## src/rtl/sys_cmd_ctrl_pkg.sv

```systemverilog
// Shared opcodes, operand addresses and FSM state encoding
// for the UART command-frame controller.
package sys_cmd_ctrl_pkg;

  localparam logic [7:0] CMD_RF_WR   = 8'hAA;
  localparam logic [7:0] CMD_RF_RD   = 8'hBB;
  localparam logic [7:0] CMD_ALU_OP  = 8'hCC;
  localparam logic [7:0] CMD_ALU_NOP = 8'hDD;

  localparam int OPA_ADDR = 0;
  localparam int OPB_ADDR = 1;

  typedef enum logic [3:0] {
    IDLE,
    WR_ADDR,
    WR_DATA,
    RD_ADDR,
    RD_WAIT,
    OP_A,
    OP_B,
    ALU_FUN_S,
    ALU_WAIT,
    TX_LO,
    TX_HI
  } state_t;

endpackage

```

## src/rtl/sys_cmd_ctrl_tx_sender.sv

```systemverilog
// Response byte sequencer: shifts out one or two bytes, LSB first,
// holding off while the TX FIFO reports full.
module sys_cmd_tx_sender #(
  parameter int DATA_WIDTH = 8
) (
  input  logic                    clk,
  input  logic                    rst,
  input  logic                    load,
  input  logic                    two,
  input  logic [2*DATA_WIDTH-1:0] word,
  input  logic                    full,
  output logic [DATA_WIDTH-1:0]   data,
  output logic                    vld,
  output logic                    last
);

  logic [2*DATA_WIDTH-1:0] shreg;
  logic [1:0]              left;

  // Write is gated by the live full flag so no byte is lost.
  assign vld  = (left != 2'd0) && !full;
  assign data = shreg[DATA_WIDTH-1:0];
  assign last = (left == 2'd1);

  always_ff @(posedge clk or posedge rst) begin
    if (rst) begin
      shreg <= '0;
      left  <= 2'd0;
    end else if (load) begin
      shreg <= word;
      left  <= two ? 2'd2 : 2'd1;
    end else if (vld) begin
      shreg <= shreg >> DATA_WIDTH;
      left  <= left - 2'd1;
    end
  end

endmodule

```

## src/rtl/sys_cmd_ctrl.sv

```systemverilog
// Command-frame controller: RF write/read and ALU frames.
// ALU frames (0xCC/0xDD) exist only with SYS_CMD_CTRL_ALU_EN.
module sys_cmd_ctrl
  import sys_cmd_ctrl_pkg::*;
#(
  parameter int DATA_WIDTH = 8,
  parameter int ADDR_WIDTH = 4
) (
  input  logic                    CLK,
  input  logic                    RST,
  input  logic [DATA_WIDTH-1:0]   RX_P_Data,
  input  logic                    RX_D_VLD,
  output logic [DATA_WIDTH-1:0]   TX_P_Data,
  output logic                    TX_D_VLD,
  input  logic                    TX_FULL,
  output logic [ADDR_WIDTH-1:0]   RF_Addr,
  output logic [DATA_WIDTH-1:0]   RF_WrData,
  output logic                    RF_WrEn,
  output logic                    RF_RdEn,
  input  logic [DATA_WIDTH-1:0]   RF_RdData,
  input  logic                    RF_RdData_VLD,
  output logic [3:0]              ALU_FUN,
  output logic                    ALU_EN,
  input  logic [2*DATA_WIDTH-1:0] ALU_OUT,
  input  logic                    ALU_OUT_VLD,
  output logic                    CLK_GATE_EN
);

  state_t                  state;
  logic                    tx_load;
  logic                    tx_two;
  logic                    tx_last;
  logic [2*DATA_WIDTH-1:0] tx_word;

  wire rd_done = (state == RD_WAIT) && RF_RdData_VLD;

`ifdef SYS_CMD_CTRL_ALU_EN
  wire alu_done = (state == ALU_WAIT) && ALU_OUT_VLD;
`else
  wire alu_done = 1'b0;
  wire unused_alu = ^{ALU_OUT, ALU_OUT_VLD};
`endif

  assign tx_load = rd_done || alu_done;
  assign tx_two  = alu_done;
  assign tx_word = alu_done
    ? ALU_OUT
    : {{DATA_WIDTH{1'b0}}, RF_RdData};

  sys_cmd_tx_sender #(
    .DATA_WIDTH(DATA_WIDTH)
  ) u_tx (
    .clk  (CLK),
    .rst  (RST),
    .load (tx_load),
    .two  (tx_two),
    .word (tx_word),
    .full (TX_FULL),
    .data (TX_P_Data),
    .vld  (TX_D_VLD),
    .last (tx_last)
  );

  always_ff @(posedge CLK or posedge RST) begin
    if (RST) begin
      state     <= IDLE;
      RF_Addr   <= '0;
      RF_WrData <= '0;
      RF_WrEn   <= 1'b0;
      RF_RdEn   <= 1'b0;
`ifdef SYS_CMD_CTRL_ALU_EN
      ALU_FUN     <= '0;
      ALU_EN      <= 1'b0;
      CLK_GATE_EN <= 1'b0;
`endif
    end else begin
      RF_WrEn <= 1'b0;
      RF_RdEn <= 1'b0;
`ifdef SYS_CMD_CTRL_ALU_EN
      ALU_EN  <= 1'b0;
`endif
      case (state)
        IDLE: if (RX_D_VLD) begin
          case (RX_P_Data)
            CMD_RF_WR: state <= WR_ADDR;
            CMD_RF_RD: state <= RD_ADDR;
`ifdef SYS_CMD_CTRL_ALU_EN
            CMD_ALU_OP: begin
              state       <= OP_A;
              CLK_GATE_EN <= 1'b1;
            end
            CMD_ALU_NOP: begin
              state       <= ALU_FUN_S;
              CLK_GATE_EN <= 1'b1;
            end
`endif
            default: state <= IDLE;
          endcase
        end
        WR_ADDR: if (RX_D_VLD) begin
          RF_Addr <= RX_P_Data[ADDR_WIDTH-1:0];
          state   <= WR_DATA;
        end
        WR_DATA: if (RX_D_VLD) begin
          RF_WrData <= RX_P_Data;
          RF_WrEn   <= 1'b1;
          state     <= IDLE;
        end
        RD_ADDR: if (RX_D_VLD) begin
          RF_Addr <= RX_P_Data[ADDR_WIDTH-1:0];
          RF_RdEn <= 1'b1;
          state   <= RD_WAIT;
        end
        RD_WAIT: if (RF_RdData_VLD) begin
          state <= TX_LO;
        end
`ifdef SYS_CMD_CTRL_ALU_EN
        OP_A: if (RX_D_VLD) begin
          RF_Addr   <= ADDR_WIDTH'(OPA_ADDR);
          RF_WrData <= RX_P_Data;
          RF_WrEn   <= 1'b1;
          state     <= OP_B;
        end
        OP_B: if (RX_D_VLD) begin
          RF_Addr   <= ADDR_WIDTH'(OPB_ADDR);
          RF_WrData <= RX_P_Data;
          RF_WrEn   <= 1'b1;
          state     <= ALU_FUN_S;
        end
        ALU_FUN_S: if (RX_D_VLD) begin
          ALU_FUN <= RX_P_Data[3:0];
          ALU_EN  <= 1'b1;
          state   <= ALU_WAIT;
        end
        // Gate stays open through the result-valid cycle.
        ALU_WAIT: if (ALU_OUT_VLD) begin
          CLK_GATE_EN <= 1'b0;
          state       <= TX_LO;
        end
`endif
        TX_LO: if (TX_D_VLD) begin
          state <= tx_last ? IDLE : TX_HI;
        end
        TX_HI: if (TX_D_VLD) begin
          state <= IDLE;
        end
        default: state <= IDLE;
      endcase
    end
  end

`ifndef SYS_CMD_CTRL_ALU_EN
  assign ALU_FUN     = 4'd0;
  assign ALU_EN      = 1'b0;
  assign CLK_GATE_EN = 1'b0;
`endif

endmodule
```

## config.mk

```make
export PLATFORM = sky130hd
export DESIGN_NAME = sys_cmd_ctrl
export DESIGN_NICKNAME = d
export VERILOG_FILES = /design/src/rtl/sys_cmd_ctrl_pkg.sv /design/src/rtl/sys_cmd_ctrl_tx_sender.sv /design/src/rtl/sys_cmd_ctrl.sv
export SDC_FILE = /design/constraint.sdc
export NUM_CORES = 1
export LEC_CHECK = 0
export ABC_AREA = 0
export CAP_MARGIN = 5
export CORE_AREA = 2 2 68 57
export DETAILED_ROUTE_END_ITERATION = 16
export DIE_AREA = 0 0 70 59
export PLACE_DENSITY = 0.78
export SLEW_MARGIN = 40
export SYNTH_ARGS = -nofsm -noshare
export SYNTH_HDL_FRONTEND = slang
export SYNTH_SLANG_ARGS = --single-unit
```

## constraint.sdc

```tcl
create_clock -name CLK -period 2.6 [get_ports CLK]
set_input_delay 0.26 -clock CLK [delete_from_list [all_inputs] [get_ports CLK]]
set_output_delay 0.26 -clock CLK [all_outputs]
set_load 0.02 [all_outputs]
```

After elaboration in Yosys (flattened, before gate mapping)
Cells that the tools add are included.

Memory bits (writable): 0. Logic and storage cells: 51. Register bits: 36. ROM bits: 0. Bits in latches: 0. Memories kept: 0.

Multiply operators: 0. Reduce and logical (&&, ||, !) cells: 10. $add $sub $neg: 1. Shifts and indexed selects: 0. Order comparisons: 0. Muxes and demuxes: 17. Bitwise gates (word level): 0. Div/mod/pow operators: 0. Eq/ne operators: 16.

Operator list (number): 16-bit two-way mux (2); 4-bit two-way mux (8); 4-bit one-hot mux with 7 select lines (1); 8-bit equality test, second input constant (2); 2-bit inequality test, second input constant (7); 4-bit by 2-bit equality test with 1-bit output, second input constant (2); 4-bit equality test, second input constant (2); 7-bit AND reduction (1); 4-bit by 1-bit equality test with 1-bit output, second input constant (1); 4-bit by 3-bit equality test with 1-bit output, second input constant (1); 4-bit zero test (1); 2-bit two-way mux (2); 2-bit one-hot mux with 2 select lines (1); 2-bit AND reduction (2); 2-bit nonzero test (2); 1-bit two-way mux (3); 2-bit by 1-bit equality test with 1-bit output, second input constant (1); 1-bit logical AND (2); 2-bit OR reduction (1); 2-bit by 1-bit subtractor with 2-bit output, second input constant (1); 1-bit zero test (1).

Logic depth before layout (Yosys ltp)
Depth in word-level cells: 4. Gate-level depth with buffers: 8.

Cells and area by module
From an unflattened synthesis, not the netlist that was laid out.

Cells, all modules: 176. Area total of the unflattened synthesis: 1934.4 um^2.

Modules (own cells, without submodules): sys_cmd_tx_sender (cells an instance 96, area an instance 973.4 um^2, instances 1, sequential area each 450.4 um^2); sys_cmd_ctrl (cells an instance 80, area an instance 960.9 um^2, instances 1, sequential area each 450.4 um^2).

Worst setup path after synthesis
OpenSTA, ideal clock, no wires.

Kind: reg2reg. Start point: register u_tx.left[0]. End point: register state[0]. Data arrival time: 1.758 ns. Data required time: 2.475 ns. Period minus slack after synthesis: 1.883 ns. Slack: 0.717 ns. Stages on the path, launching flop included: 9. Path through: dfrtp_1 > inv_1 > ha_1 > or2_2 > buf_2 > inv_1 > o31ai_1 > o21a_1 > mux2_2.

Cells in the longest elaborated chain, start to end: 4. Elaborated cells on any way between the ends: 5. Those cells by class: eq/ne: 2; reduce/logical: 3.

RTL lines: start: declaration (line sys_cmd_ctrl_tx_sender.sv:18) `logic [1:0] left;`; start signal: assignment (line sys_cmd_ctrl_tx_sender.sv:31) `left <= two ? 2'd2 : 2'd1;`; start signal: assignment (line sys_cmd_ctrl_tx_sender.sv:34) `left <= left - 2'd1;`; 2-bit nonzero test * (line sys_cmd_ctrl_tx_sender.sv:21) `assign vld = (left != 2'd0) && !full;`; 1-bit logical AND * (line sys_cmd_ctrl_tx_sender.sv:21); named net TX_D_VLD (line sys_cmd_ctrl.sv:14) `output logic TX_D_VLD,`; 2-bit inequality test (no line); 7-bit AND reduction (no line) *; end signal: assignment (line sys_cmd_ctrl.sv:142) `state <= tx_last ? IDLE : TX_HI;`; end: declaration (line sys_cmd_ctrl.sv:29) `state_t state;`.

Mark *: on every way through the listed nets, which the timed path passes. The rest lies on a longest branch. A chain may end at the register's enable or synchronous reset.

Final worst setup path
Start point: register u_tx.left[0]. End point: output TX_D_VLD.

Cells in the longest elaborated chain, start to end: 2.

RTL lines (line): 2-bit nonzero test (sys_cmd_ctrl_tx_sender.sv:21); 1-bit logical AND (sys_cmd_ctrl_tx_sender.sv:21); end: declaration (sys_cmd_ctrl.sv:14).

Every way passes these cells.

==> results.md <==
- Detailed Route WL: around 2800 µm
- Yosys top cell by area: sky130_fd_sc_hd__dfrtp_1
- H-Tree Depth: 1
- Effective utilization at floorplan: approximately two fifths
- Top-area cell type share of the netlist area: ~52%
- Power dissipated by switching net loads: ~0.35 mW
- Worst EP arrival: around 2.2 ns
- Final cycle utilization of the critical path: between 90% and 100%
- Proportion of synthesized chip area in sequential cells: 52.3%
- Main area contributors after synthesis: sky130_fd_sc_hd__dfrtp_1, sky130_fd_sc_hd__mux2_2, sky130_fd_sc_hd__nand2_1, sky130_fd_sc_hd__buf_4, sky130_fd_sc_hd__o21ai_0
- Most repeated cell in the gate-level netlist after synthesis: sky130_fd_sc_hd__dfrtp_1
- CTS max path bufs: 2
- Half-perimeter wire length of the detailed placement result: around 2100 µm
- Full die area: roughly 0.0041 mm²
- Required arrival time at the worst endpoint: around 2.3 ns
- Net count reported at finish: slightly above 200
- Horiz. Die Dim: ~70 µm
- Status: finished clean
- Slew Limit Headroom: between 50% and 60%
- Worst setup path category: reg2out
- Area growth from synthesis to layout: 36.4%
- Average routed wire per standard cell: 13.6 µm
- Filler cell count: approximately 290
- Ys async rst share: between 90% and 100%
- Initial DRC Count: 34
- Mapped Area: roughly 0.0013 mm²
- Clock tree sinks: 28
- Count of hold buffers inserted by post-cts repair: 0
- Class of the tightest hold or removal check: in2async
- Total congestion overflow after global routing: 0
- Cell at the root of the clock tree: sky130_fd_sc_hd__clkbuf_8
- Setup Viol. Count Final: 0
- Syn Area/Cell: between 10 and 15 µm²
- Vias: between 1000 and 1500
- Pin slew with the least headroom to its limit: between 0.6 and 0.7 ns
- Capturing element type of the critical path: primary output
- Total Routing Usage GR: between 10 and 15%
- Final core area utilization: 54.1%
- Count of buffers from port buffering: 43
- Highest clock rate: just over 400 MHz
- Cell breakdown of the critical path: inv_1 > ha_1 > or2_2 > inv_1 > clkdlybuf4s50_1
- Antenna Cells: 0
- Critical path launch point type: flop
- Number of distinct standard cells referenced by the synthesized netlist: 35
- Final-report hold violation count: 0
- Number of buffers and inverters on the critical path: 3
- Most Frequent Cell on Critical Path: sky130_fd_sc_hd__inv_1
- Max Cap Viol: 0
- Pwr Density: ~650 mW/mm²
- CTS tree: yes
- Cell count after synthesis: approximately 120
- Proportion of power drawn by combinational gates: a little under a third
- Total setup buffers inserted after CTS: 0
- Final slew viol count: 0
- Vias in the first global route: about 1000
- Cell-internal power: approximately 0.83 mW
- Final RePlAce weighted congestion: 0.846
- Largest fanout on the critical path: 10
- Slowest cell on crit path: sky130_fd_sc_hd__clkdlybuf4s50_1
- Max incr delay on CP: around 0.65 ns
- Share of total power consumed by net switching: between 20% and 30%
- Relative contribution of sequential cells to total power: approximately 46%
- Post-route ant nets: 0
- Peak VDD IR: 0.380 mV
- Standard-cell row count: 19
- Clock-pin slew on the worst setup and hold paths: roughly 0.090 ns
- Synthesis Warnings: 0
- Clock tree skew after final layout: 0.00258 ns
- Height of the chip: 59 µm
- Number of enable-type register cells in the synthesized netlist: 0
- Largest net degree at the start of global routing: 29
- Post-DR vias/cell: just under 5
- Worst skew pair latency: around 0.27 ns
- Post_cts resized: 0
- Leak Pwr: just under 0.8 nW
- Final critical path time including I/O delays and setup: between 2 and 2.5 ns
- Fraction of layout cells with a size suffix above 1: between 15 and 20%
- Flip-flop and latch count after synthesis: 28
- DRC violations left: 0
- Dominant delay contributor by cell family on the critical path: buffers and inverters
- Setup TNS: 0 ns
- Power share of the clock group: a little under a quarter
- Wire length of the first global-routing pass: about 4700 µm
- Setup repair after global routing missed its margin: false
- Top-level port count: 67
- Number of buffers created by CTS: 3
- First-pass detailed-route iteration total: 4
- Initial antenna violation count: 0
- Main synth FF type: sky130_fd_sc_hd__dfrtp_1
- Most frequent cells after synthesis: sky130_fd_sc_hd__dfrtp_1, sky130_fd_sc_hd__nand2_1, sky130_fd_sc_hd__mux2_2
- Placeable core region: roughly 0.0034 mm²
## through the flow
| stage | instance area, µm² | hold slack (ns) | total power [mW] | setup slack, ns | instances |
|---|---|---|---|---|---|
| floorplan | 1360 | 0.325 | 0.751 | 0.717 | 124 |
| CTS | 1830 | 0.346 | 1.19 | 0.162 | 204 |
| detailed placement | 1770 | 0.497 | 0.921 | 0.454 | 200 |
| finish | 1830 | 0.337 | 1.18 | 0.171 | 204 |
| global route | 1830 | 0.370 | 1.25 | 0.0374 | 204 |
| global placement | 1770 | 0.493 | 0.908 | 0.468 | 200 |
## registers in the layout, summed over array words and instances, names as in the netlist
signal,count
RF_Addr,4
RF_RdEn,1
RF_WrData,8
RF_WrEn,1
state,4
u_tx.left,2
u_tx.shreg,8
## worst register-to-register path: stages, from the launching register on
cell                      delay [ns]
sky130_fd_sc_hd__dfrtp_1        0.49
sky130_fd_sc_hd__or3b_4         0.47
sky130_fd_sc_hd__nor3b_4        0.59
sky130_fd_sc_hd__o21ai_0        0.21
## per-layer routing
layer / vias to the layer above / GRT usage, % / wire [µm]
li1: 476 / - / -
met1: 483 / 19.4 / 1200
met2: 37 / 23.9 / 1390
met3: 5 / 2.55 / 155
met4: 0 / 4.12 / 27
met5: - / 0 / 0
## final timing paths
kind                       depth (start not counted)             to          from  slack (ns)
max                                                5       TX_D_VLD  u_tx.left[0]        0.17
min                                                3   RF_WrData[4]           RST        0.34
max reg2reg                                        3  u_tx.shreg[5]      state[1]        0.69
min reg2reg                                        1   RF_WrData[6]  RF_WrData[6]        0.51
max in group asynchronous                          3  u_tx.shreg[5]           RST        2.00
min in group CLK                                   1   RF_WrData[6]  RF_WrData[6]        0.51
## area by class of cell
cell class              count  area, µm²  area share, %
well taps                  42       52.6           2.88
repair buffers             44        438           24.0
inverters                   5       18.8           1.03
flip-flops and latches     28        701           38.4
multi-input cells          81        562           30.8
clock buffers               4       55.1           3.01
## layout by cell type (no fill, tap or decap), drive strengths merged
cell type       n
nor2            4
mux2           14
nand2          18
o21a            1
o22a            1
clkdlybuf4s50  43
nand2b          3
buf             1
nor3b           3
o21bai          1
o22ai           2
clkbuf          4
dfrtp          28
nand4b          1
or2             1
a211o           1
a21oi           2
nand3           2
xnor2           2
a211oi          1
inv             5
and4b           1
and2            1
nor4b           1
conb            6
o21ai           9
ha              2
o31ai           1
xor2            1
or3b            1
a31oi           1
## kinds of logic (layout without fill, tap and decap cells)
kind of cell,count (synthesis),after routing,share of synthesized area (%)
buffers and inverters,15,53,7.10
adders and majority gates,2,2,1.87
xor gates and xnor gates,3,3,1.96
and+or+nand+nor,36,36,15.0
other,1,6,0.280
AOI/OAI and AO/OA,20,20,9.63
muxes,14,14,11.8
DFF,28,28,52.3
## power groups by stage
stage          clock network (mW)  logic, mW  registers, mW
2_1_floorplan                   0      0.143          0.608
4_1_cts                     0.276      0.373          0.543
5_1_grt                     0.297      0.403          0.550
3_3_place_gp                    0      0.361          0.547
3_5_place_dp                    0      0.369          0.551
6_report                    0.269      0.368          0.541
Power figures use the tool's default switching activity.
